<file path="config.mk">
export PLATFORM = sky130hd
export DESIGN_NAME = serial_word_rx
export DESIGN_NICKNAME = d
export VERILOG_FILES = /design/src/rtl/serial_word_rx.sv
export SDC_FILE = /design/constraint.sdc
export NUM_CORES = 1
export LEC_CHECK = 0
export CORE_MARGIN = 2
export CORE_UTILIZATION = 45
export CTS_BUF_LIST = sky130_fd_sc_hd__clkbuf_8
export DETAILED_ROUTE_END_ITERATION = 8
export GPL_ROUTABILITY_DRIVEN = 0
export PLACE_DENSITY = 0.71
export SETUP_SLACK_MARGIN = 0.1
export SLEW_MARGIN = 5
export SYNTH_ARGS = -nofsm -noshare
export SYNTH_HDL_FRONTEND = slang
export SYNTH_SLANG_ARGS = --single-unit
</file>
<file path="constraint.sdc">
create_clock -name CLK -period 3.91 [get_ports CLK]
set_input_delay 1.173 -clock CLK [delete_from_list [all_inputs] [get_ports CLK]]
set_output_delay 1.173 -clock CLK [all_outputs]
set_load 0.005 [all_outputs]
</file>
<file path="src/rtl/serial_word_rx.sv">
// Serial-to-parallel word receiver: LSB-first bit stream with start marker in,
// WIDTH-bit word with valid/ready out. Define SERIAL_WORD_RX_PARITY_EN for the even-parity build.
module serial_word_rx #(
  parameter int WIDTH = 8
) (
  input  logic             CLK,
  input  logic             ASYNCRESETN,
  input  logic             I,
  input  logic             I_valid,
  input  logic             I_start,
  output logic             I_ready,
  output logic [WIDTH-1:0] O,
  output logic             O_valid,
  input  logic             O_ready,
  output logic             O_ferr,
  output logic             O_perr
);

  localparam int CNT_W = $clog2(WIDTH + 1);

  localparam logic [1:0] ST_IDLE   = 2'd0;
  localparam logic [1:0] ST_SHIFT  = 2'd1;
`ifdef SERIAL_WORD_RX_PARITY_EN
  localparam logic [1:0] ST_PARITY = 2'd2;
`endif
  localparam logic [1:0] ST_HOLD   = 2'd3;

  logic [1:0]       state_q, state_d;
  logic [CNT_W-1:0] cnt_q, cnt_d;
  logic [WIDTH-1:0] word_q, word_d;
  logic             ferr_q, ferr_d;
`ifdef SERIAL_WORD_RX_PARITY_EN
  logic             perr_q, perr_d;
`endif
  logic             bit_acc;

  assign I_ready = (state_q != ST_HOLD);
  assign O_valid = (state_q == ST_HOLD);
  assign bit_acc = I_valid && I_ready;
  assign O       = word_q;
  assign O_ferr  = ferr_q;
`ifdef SERIAL_WORD_RX_PARITY_EN
  assign O_perr  = perr_q;
`else
  assign O_perr  = 1'b0;
`endif

  always_comb begin
    // NOTE: every signal written here gets a default first, so no path can leave a latch.
    state_d = state_q;
    cnt_d   = cnt_q;
    word_d  = word_q;
    ferr_d  = 1'b0;
`ifdef SERIAL_WORD_RX_PARITY_EN
    perr_d  = perr_q;
`endif
    case (state_q)
      ST_IDLE: begin
        // Non-start bits arriving between words are dropped silently.
        if (bit_acc && I_start) begin
          word_d    = '0;
          word_d[0] = I;
          cnt_d     = CNT_W'(1);
          state_d   = ST_SHIFT;
`ifdef SERIAL_WORD_RX_PARITY_EN
          perr_d    = 1'b0;
`endif
        end
      end
      ST_SHIFT: begin
        if (bit_acc) begin
          if (I_start) begin
            // Premature start: flag it and restart the word from this bit.
            ferr_d    = 1'b1;
            word_d    = '0;
            word_d[0] = I;
            cnt_d     = CNT_W'(1);
          end else begin
            for (int k = 0; k < WIDTH; k++) begin
              if (cnt_q == CNT_W'(k)) word_d[k] = I;
            end
            cnt_d = cnt_q + CNT_W'(1);
            if (cnt_d == CNT_W'(WIDTH)) begin
`ifdef SERIAL_WORD_RX_PARITY_EN
              state_d = ST_PARITY;
`else
              state_d = ST_HOLD;
`endif
            end
          end
        end
      end
`ifdef SERIAL_WORD_RX_PARITY_EN
      ST_PARITY: begin
        if (bit_acc) begin
          state_d = ST_HOLD;
          if (I_start) begin
            ferr_d = 1'b1;
            perr_d = 1'b1;
          end else begin
            perr_d = (^word_q) ^ I;
          end
        end
      end
`endif
      ST_HOLD: begin
        if (O_ready) begin
          state_d = ST_IDLE;
          cnt_d   = '0;
        end
      end
      default: begin
        state_d = ST_IDLE;
        cnt_d   = '0;
      end
    endcase
  end

  always_ff @(posedge CLK or negedge ASYNCRESETN) begin
    if (!ASYNCRESETN) begin
      state_q <= ST_IDLE;
      cnt_q   <= '0;
      word_q  <= '0;
      ferr_q  <= 1'b0;
`ifdef SERIAL_WORD_RX_PARITY_EN
      perr_q  <= 1'b0;
`endif
    end else begin
      // NOTE: non-blocking assignments so every flop samples the pre-edge values.
      state_q <= state_d;
      cnt_q   <= cnt_d;
      word_q  <= word_d;
      ferr_q  <= ferr_d;
`ifdef SERIAL_WORD_RX_PARITY_EN
      perr_q  <= perr_d;
`endif
    end
  end

endmodule

</file>
==> Implementation_results.wiki <==
{| class="wikitable"
! Metric !! Value
|-
| Run status || completed
|-
| Filler cell count || 164
|-
| Leading cell types by total area after synthesis || dfrtp_1 (39%), a22o_1 (7.3%), a211o_1 (6.4%), nand3b_1 (5.5%), ha_1 (5.2%)
|-
| Post-synthesis mux area share || 3.408%
|-
| Pin count of the biggest net entering global routing || 25
|-
| Async S/R FF share, synth || 100.0%
|-
| Power per Cell Area || 389.5 nW/um^2
|-
| Slew at the pin with the worst max-slew slack || 0.7411 ns
|-
| Leakage component of the power || 0.5005 nW
|-
| Critical Path Start Type || flop
|-
| Most frequent cells in the layout || clkdlybuf4s50_1 (16), dfrtp_1 (15), a22o_1 (8), nand3b_1 (7), a211o_1 (7)
|-
| Die outline width || around 50 um
|-
| Area used by multi-input combinational logic || 520.5 sq um
|-
| Starting DRC count in detailed routing || 25
|-
| CTS Hold Buffers Added || 0
|-
| Data required time of the worst path || 2.74 ns
|-
| CTS clk-pin slew, worst paths || approximately 0.06 ns
|-
| Internal Power || 0.0003127 W
|-
| Core utilization of the finished layout || between 50 and 60%
|-
| Net count reported at finish || approximately 120
|-
| Number of global-route vias before repair || roughly 670
|-
| Fraction of post-synthesis cell area in the top cell type by area || 39.32%
|-
| DP Area || ~1100 sq um
|-
| Max rail drop VDD || around 0.22 mV
|-
| Number of vias after detailed routing || 752
|-
| Part of the power in combinational logic || 26.5%
|-
| Count of mapped cells out of synthesis || 92
|-
| Aggregate routed wire length || between 1.5 and 2 mm
|-
| Fraction of the cycle the final worst path needs || 74.52%
|-
| Post-CTS Setup Repair Bufs || 0
|-
| Headroom to the max-slew limit || 50.38%
|-
| WL/cell || 14.70 um
|-
| Aggregate global routing overflow || 0
|-
| Latest clock arrival within the worst-skew pair || between 0.2 and 0.3 ns
|-
| Compound-gate portion of the synthesized area || 24.64%
|-
| Worst clock skew on the final layout || 0.004035 ns
|-
| Core Rows || 16
|-
| Final max-slew violation count || 0
|-
| Average size of a mapped cell || 10.38 sq um
|-
| Resized cells post-CTS || 0
|-
| Switching power || around 0.00014 W
|-
| Root buffer cell || clkbuf_8
|-
| Buffer levels on the longest clock path || 2
|-
| Number of antenna violations at the first check in global routing || 0
|-
| Worst endpoint data arrival time || 1.74 ns
|-
| Aggregate global-route resource usage || 17.27%
|-
| Summed area of non-filler cells in the final layout || 1154 sq um
|-
| Die Span Y || 50.06 um
|-
| Antenna Cells || 0
|-
| Tightest Hold Check Type || flop to flop
|-
| Final-layout setup total negative slack || 0 ns
|-
| Final count of hold timing violations || 0
|-
| Portion of total power attributed to sequential cells || 45.9%
|-
| Critical path fanouts, max || 24
|-
| Commonest non-fill, non-tap cell in the layout || clkdlybuf4s50_1
|-
| Clock sink total || 15
|-
| Adder and majority gate portion of the synthesized area || 5.242%
|-
| First-pass GRT wire length || 3.291 mm
|-
| Synth-to-layout area growth || 20.84%
|-
| Xor-xnor portion of the synthesized cell area || 0.9174%
|-
| Clock H-tree levels || 1
|-
| Min cycle time layout || 2.914 ns
|-
| Proportion of synthesized chip area in sequential cells || 39.32%
|-
| Main combinational cell family by area after synthesis || compound AO/OA/AOI/OAI gates
|-
| Unrepaired setup endpoints after global routing || false
|-
| Clk network pwr share || 27.6%
|-
| Switch share || 30.41%
|-
| DRC violations left || 0
|-
| Number of I/O pins || 18
|-
| Number of maximum-capacitance violations || 0
|-
| Synth Register Bits || 15
|-
| Unique cell type count in the Yosys netlist || 35
|-
| Sequential standard cell area || ~380 sq um
|-
| Syn. warnings || 0
|-
| Number of flops mapped to enable cells by yosys || 0
|-
| Cell type with the highest aggregate area in the netlist || dfrtp_1
|-
| Remaining number of nets flagged by the antenna check after routing || 0
|-
| Average vias per placed instance || 5.697
|-
| Synthesized area || 954.7 sq um
|-
| Synthesized Nets || 102
|-
| Main synth FF type || dfrtp_1
|-
| Worst hold-check slack || 0.5008 ns
|-
| Achievable clock frequency || approximately 0.34 GHz
|-
| Input/output buffers || 16
|-
| Simple-gate area share of the yosys netlist || 19.92%
|-
| Area of the die || 2506 sq um
|-
| Placeable core area || 1982 sq um
|-
| Detailed Place HPWL || roughly 1.3 mm
|-
| Final count of negative-setup-slack endpoints || 0
|-
| Cts bufs inserted || 3
|-
| Share of cells above drive strength 1 || 6.667%
|-
| Category of the most critical setup path || flop to primary output
|-
| Critical path capture point type || primary output
|-
| Clock tree from TritonCTS || done
|-
| DRT Pass-1 Iters || 4
|-
| Initial standard-cell utilization of the core || 48.17%
|}
registers in the layout, indices dropped and copies added, names as in the netlist:
name and flops:
cnt_q 4, O 8, O_ferr 1, state_q 2
path summary, 6_finish.rpt:
check | from | end | slack (ns) | cells after the start
worst max-delay path | state_q[1] | O_valid | 1.0 | 3
worst min-delay path | O[7] | O[7] | 0.50 | 1
worst max register to register | state_q[1] | O[0] | 1.97 | 3
worst min register to register | O[7] | O[7] | 0.50 | 1
max in group asynchronous | ASYNCRESETN | state_q[1] | 2.14 | 1
min in group asynchronous | ASYNCRESETN | O[2] | 1.34 | 1
power by group through the flow:
stage                     logic (W)  clock network (W)  registers (W)
after global placement     0.000117                  0       0.000208
after floorplan           0.0000941                  0       0.000192
after detailed placement   0.000119                  0       0.000209
after global routing       0.000134           0.000135       0.000211
after CTS                  0.000120           0.000128       0.000206
final                      0.000119           0.000124       0.000206
metal layers:
metal | track usage (%) | part of all wire [%]
met4 | 5.556 | 0
met3 | 2.727 | 4.1
met5 | 0 | 0
met1 | 24.19 | 48
met2 | 26.97 | 48
worst max-delay path, cell delays in order, from the launching register on:
cell,delay [ns]
dfrtp_1,0.78
nand2_1,0.14
inv_1,0.08
clkdlybuf4s50_1,0.49
synth_stat cells (2+ instances only):
cell,count
buf_2,2
clkbuf_1,3
inv_1,5
nand2_1,6
a211o_1,7
o211ai_1,2
nor2_1,3
a22o_1,8
ha_1,4
o2bb2ai_1,2
nand3b_1,7
nand2b_1,2
or3b_1,4
dfrtp_1,15
mux2_2,2
per-stage QoR:
| step | std cells | total power, W | setup slack (ns) |
|---|---|---|---|
| final | 132 | 0.0004494 | 0.9961 |
| after global placement | 128 | 0.0003251 | 1.002 |
| after detailed placement | 128 | 0.0003279 | 0.9394 |
| after CTS | 132 | 0.0004543 | 0.9899 |
| after floorplan | 92 | 0.0002860 | 1.875 |
| after global routing | 132 | 0.0004801 | 0.8178 |
logic make-up after synthesis:
logic type / Yosys count
AOI/OAI and AO/OA: 28
xor gates and xnor gates: 1
adders and majority gates: 4
buffers and inverters: 12
DFF: 15
muxes: 3
other: 1
and+or+nand+nor: 28
area by class of cell:
| cell class | instances | share of cell area [%] |
|---|---|---|
| Multi-Input combinational cell | 65 | 45.12 |
| Sequential cell | 15 | 32.54 |
| Timing Repair Buffer | 16 | 13.88 |
| Clock buffer | 3 | 3.579 |
| Tap cell | 27 | 2.928 |
| Inverter | 5 | 1.627 |
| Clock inverter | 1 | 0.3254 |
Power figures use the tool's default switching activity.
==> RTL change, RTL diff (config.mk and constraints unchanged) <==
Change the parameter `WIDTH` from 8 to 4.
--- a/src/rtl/serial_word_rx.sv
+++ b/src/rtl/serial_word_rx.sv
@@ -3,3 +3,3 @@
 module serial_word_rx #(
-  parameter int WIDTH = 8
+  parameter int WIDTH = 4
 ) (
Interface: changed (resized O); port bits go from 18 to 14. The function was not compared with the original's and may differ.
==> RTL change against the original RTL <==
Clock skew shrank 0.0018 ns. Combinational power grew 39%. Total power up 4.1%. Sequential share of layout area is 1.0 points lower. Design area decreased by 31%. Maximum frequency grew 5.6%. Synthesized cell count is 33% lower. Count of clock-buffer cells in the layout rose by 1. Via count down 37%. Sequential cell count fell by 5. Routed wire length decreased by 41%. Setup slack improved by 0.15 ns. Area after synthesis down 36%. Critical path type unchanged.
==> RTL change: results (changes against the original RTL) <==
metric,value,unit,change
status,finished clean,,unchanged
syn-num-nets,74,,was 102
syn_area,612,um2,was 955 um2
crit_fanout,14,,was 24
largest_reg_flops,4,,was 8
grt_max_degree,15,,was 25
clockRootBuffer,clkbuf_8,,unchanged
synth_common_cells,"10 x dfrtp_1, 7 x nand2_1, 6 x ha_1",,"was 15 x dfrtp_1, 8 x a22o_1, 7 x a211o_1, 7 x nand3b_1, 6 x nand2_1"
first_global_vias,409,,was 672
synthTopCellsByArea,"dfrtp_1 41%, ha_1 12%, nand2_1 4.3%, nand2b_1 4.1%, o21ai_0 4.1%",,"was dfrtp_1 39%, a22o_1 7.3%, a211o_1 6.4%, nand3b_1 5.5%, ha_1 5.2%"
hpwlAfterDp,881,um,was 1.32 mm
grt_pass1_wl,1.81,mm,was 3.29 mm
drtIter0Drc,5,,was 25
io_buffers,12,,was 16
drive_gt1_share,6.58,%,was 6.67%
via_per_inst,5.23,,was 5.70
htree_levels,1,,unchanged
finalCriticalPeriod,2.76,ns,was 2.91 ns
p_leak,0.352,nW,was 0.501 nW
grt_antenna_before_repair,0,,unchanged
ys_seq_area_share,40.9,%,was 39.3%
post_synth_num_cell_types,23,,was 35
first_pass_iters,3,,was 4
nets,89,,was 116
cts_setup_buffers,0,,unchanged
ctsResizeCount,0,,unchanged
num_antenna_cells,0,,unchanged
clkTransAtPathRegs,0.05,ns,
fin_skew,0.00221,ns,was 0.00403 ns
track_usage,17.9,%,was 17.3%
cpPeakStageDelay,0.59,ns,was 0.78 ns
wirelength,1.15,mm,was 1.94 mm
crit_arrival,1.59,ns,was 1.74 ns
vdd_ir_drop_max,259,uV,was 219 uV
RTL change: final cells by class:
class                           instances  area [um2]
Clock buffer                            4        55.1
Fill cell                             123         490
Inverter                                5        18.8
Multi-Input combinational cell         45         332
Sequential cell                        10         250
Tap cell                               15        18.8
Timing Repair Buffer                   12         120
RTL change: final timing paths:
kind	end	slack, ns	start	cells past startpoint
min in group asynchronous	O_ferr	1.26	ASYNCRESETN	1
max in group asynchronous	cnt_q[1]	2.32	ASYNCRESETN	1
setup reg to reg	O[0]	2.37	state_q[1]	3
setup / recovery	O_valid	1.15	state_q[1]	3
hold reg to reg	O[0]	0.52	O[0]	1
hold / removal	O[0]	0.52	O[0]	1
RTL change: logic make-up after synthesis:
family | after synthesis | synth area share [%]
other | 1 | 0.613
AO/OA/AOI/OAI | 15 | 16.8
AND/OR/NAND/NOR | 20 | 19.4
adder cells (fa/ha/maj) | 6 | 12.3
buffers and inverters | 7 | 4.91
multiplexers | 3 | 5.11
flip-flops | 10 | 40.9
RTL change: routing by layer:
layer | vias up | wire length, um | track usage, %
met2 | 13 | 507 | 26.2
met3 | 5 | 58 | 4.89
li1 | 245 | - | -
met4 | 0 | 40 | 12.5
met1 | 213 | 545 | 22.6
met5 | - | 0 | 0
RTL change: power breakdown:
group / internal (mW) / leakage, nW / switching (mW)
clock: 0.0888 / 0.0288 / 0.0440
sequential: 0.137 / 0.125 / 0.0336
combinational: 0.0937 / 0.199 / 0.0711
total: 0.319 / 0.352 / 0.149
RTL change: stage by stage:
step           area, um2  total power, mW  instances  setup WS, ns
2_1_floorplan        612            0.265         62          1.89
3_3_place_gp         739            0.336         87          1.29
3_5_place_dp         739            0.340         87          1.23
4_1_cts              795            0.474         91          1.14
5_1_grt              795            0.510         91          1.04
6_report             795            0.468         91          1.15
RTL change: worst register-to-register path: cells and delay by family, from the launching register on:
family	cells	cell delay, ns
AO/OA/AOI/OAI	1	0.14
multiplexers	1	0.34
flip-flops	1	0.52
AND/OR/NAND/NOR	1	0.42
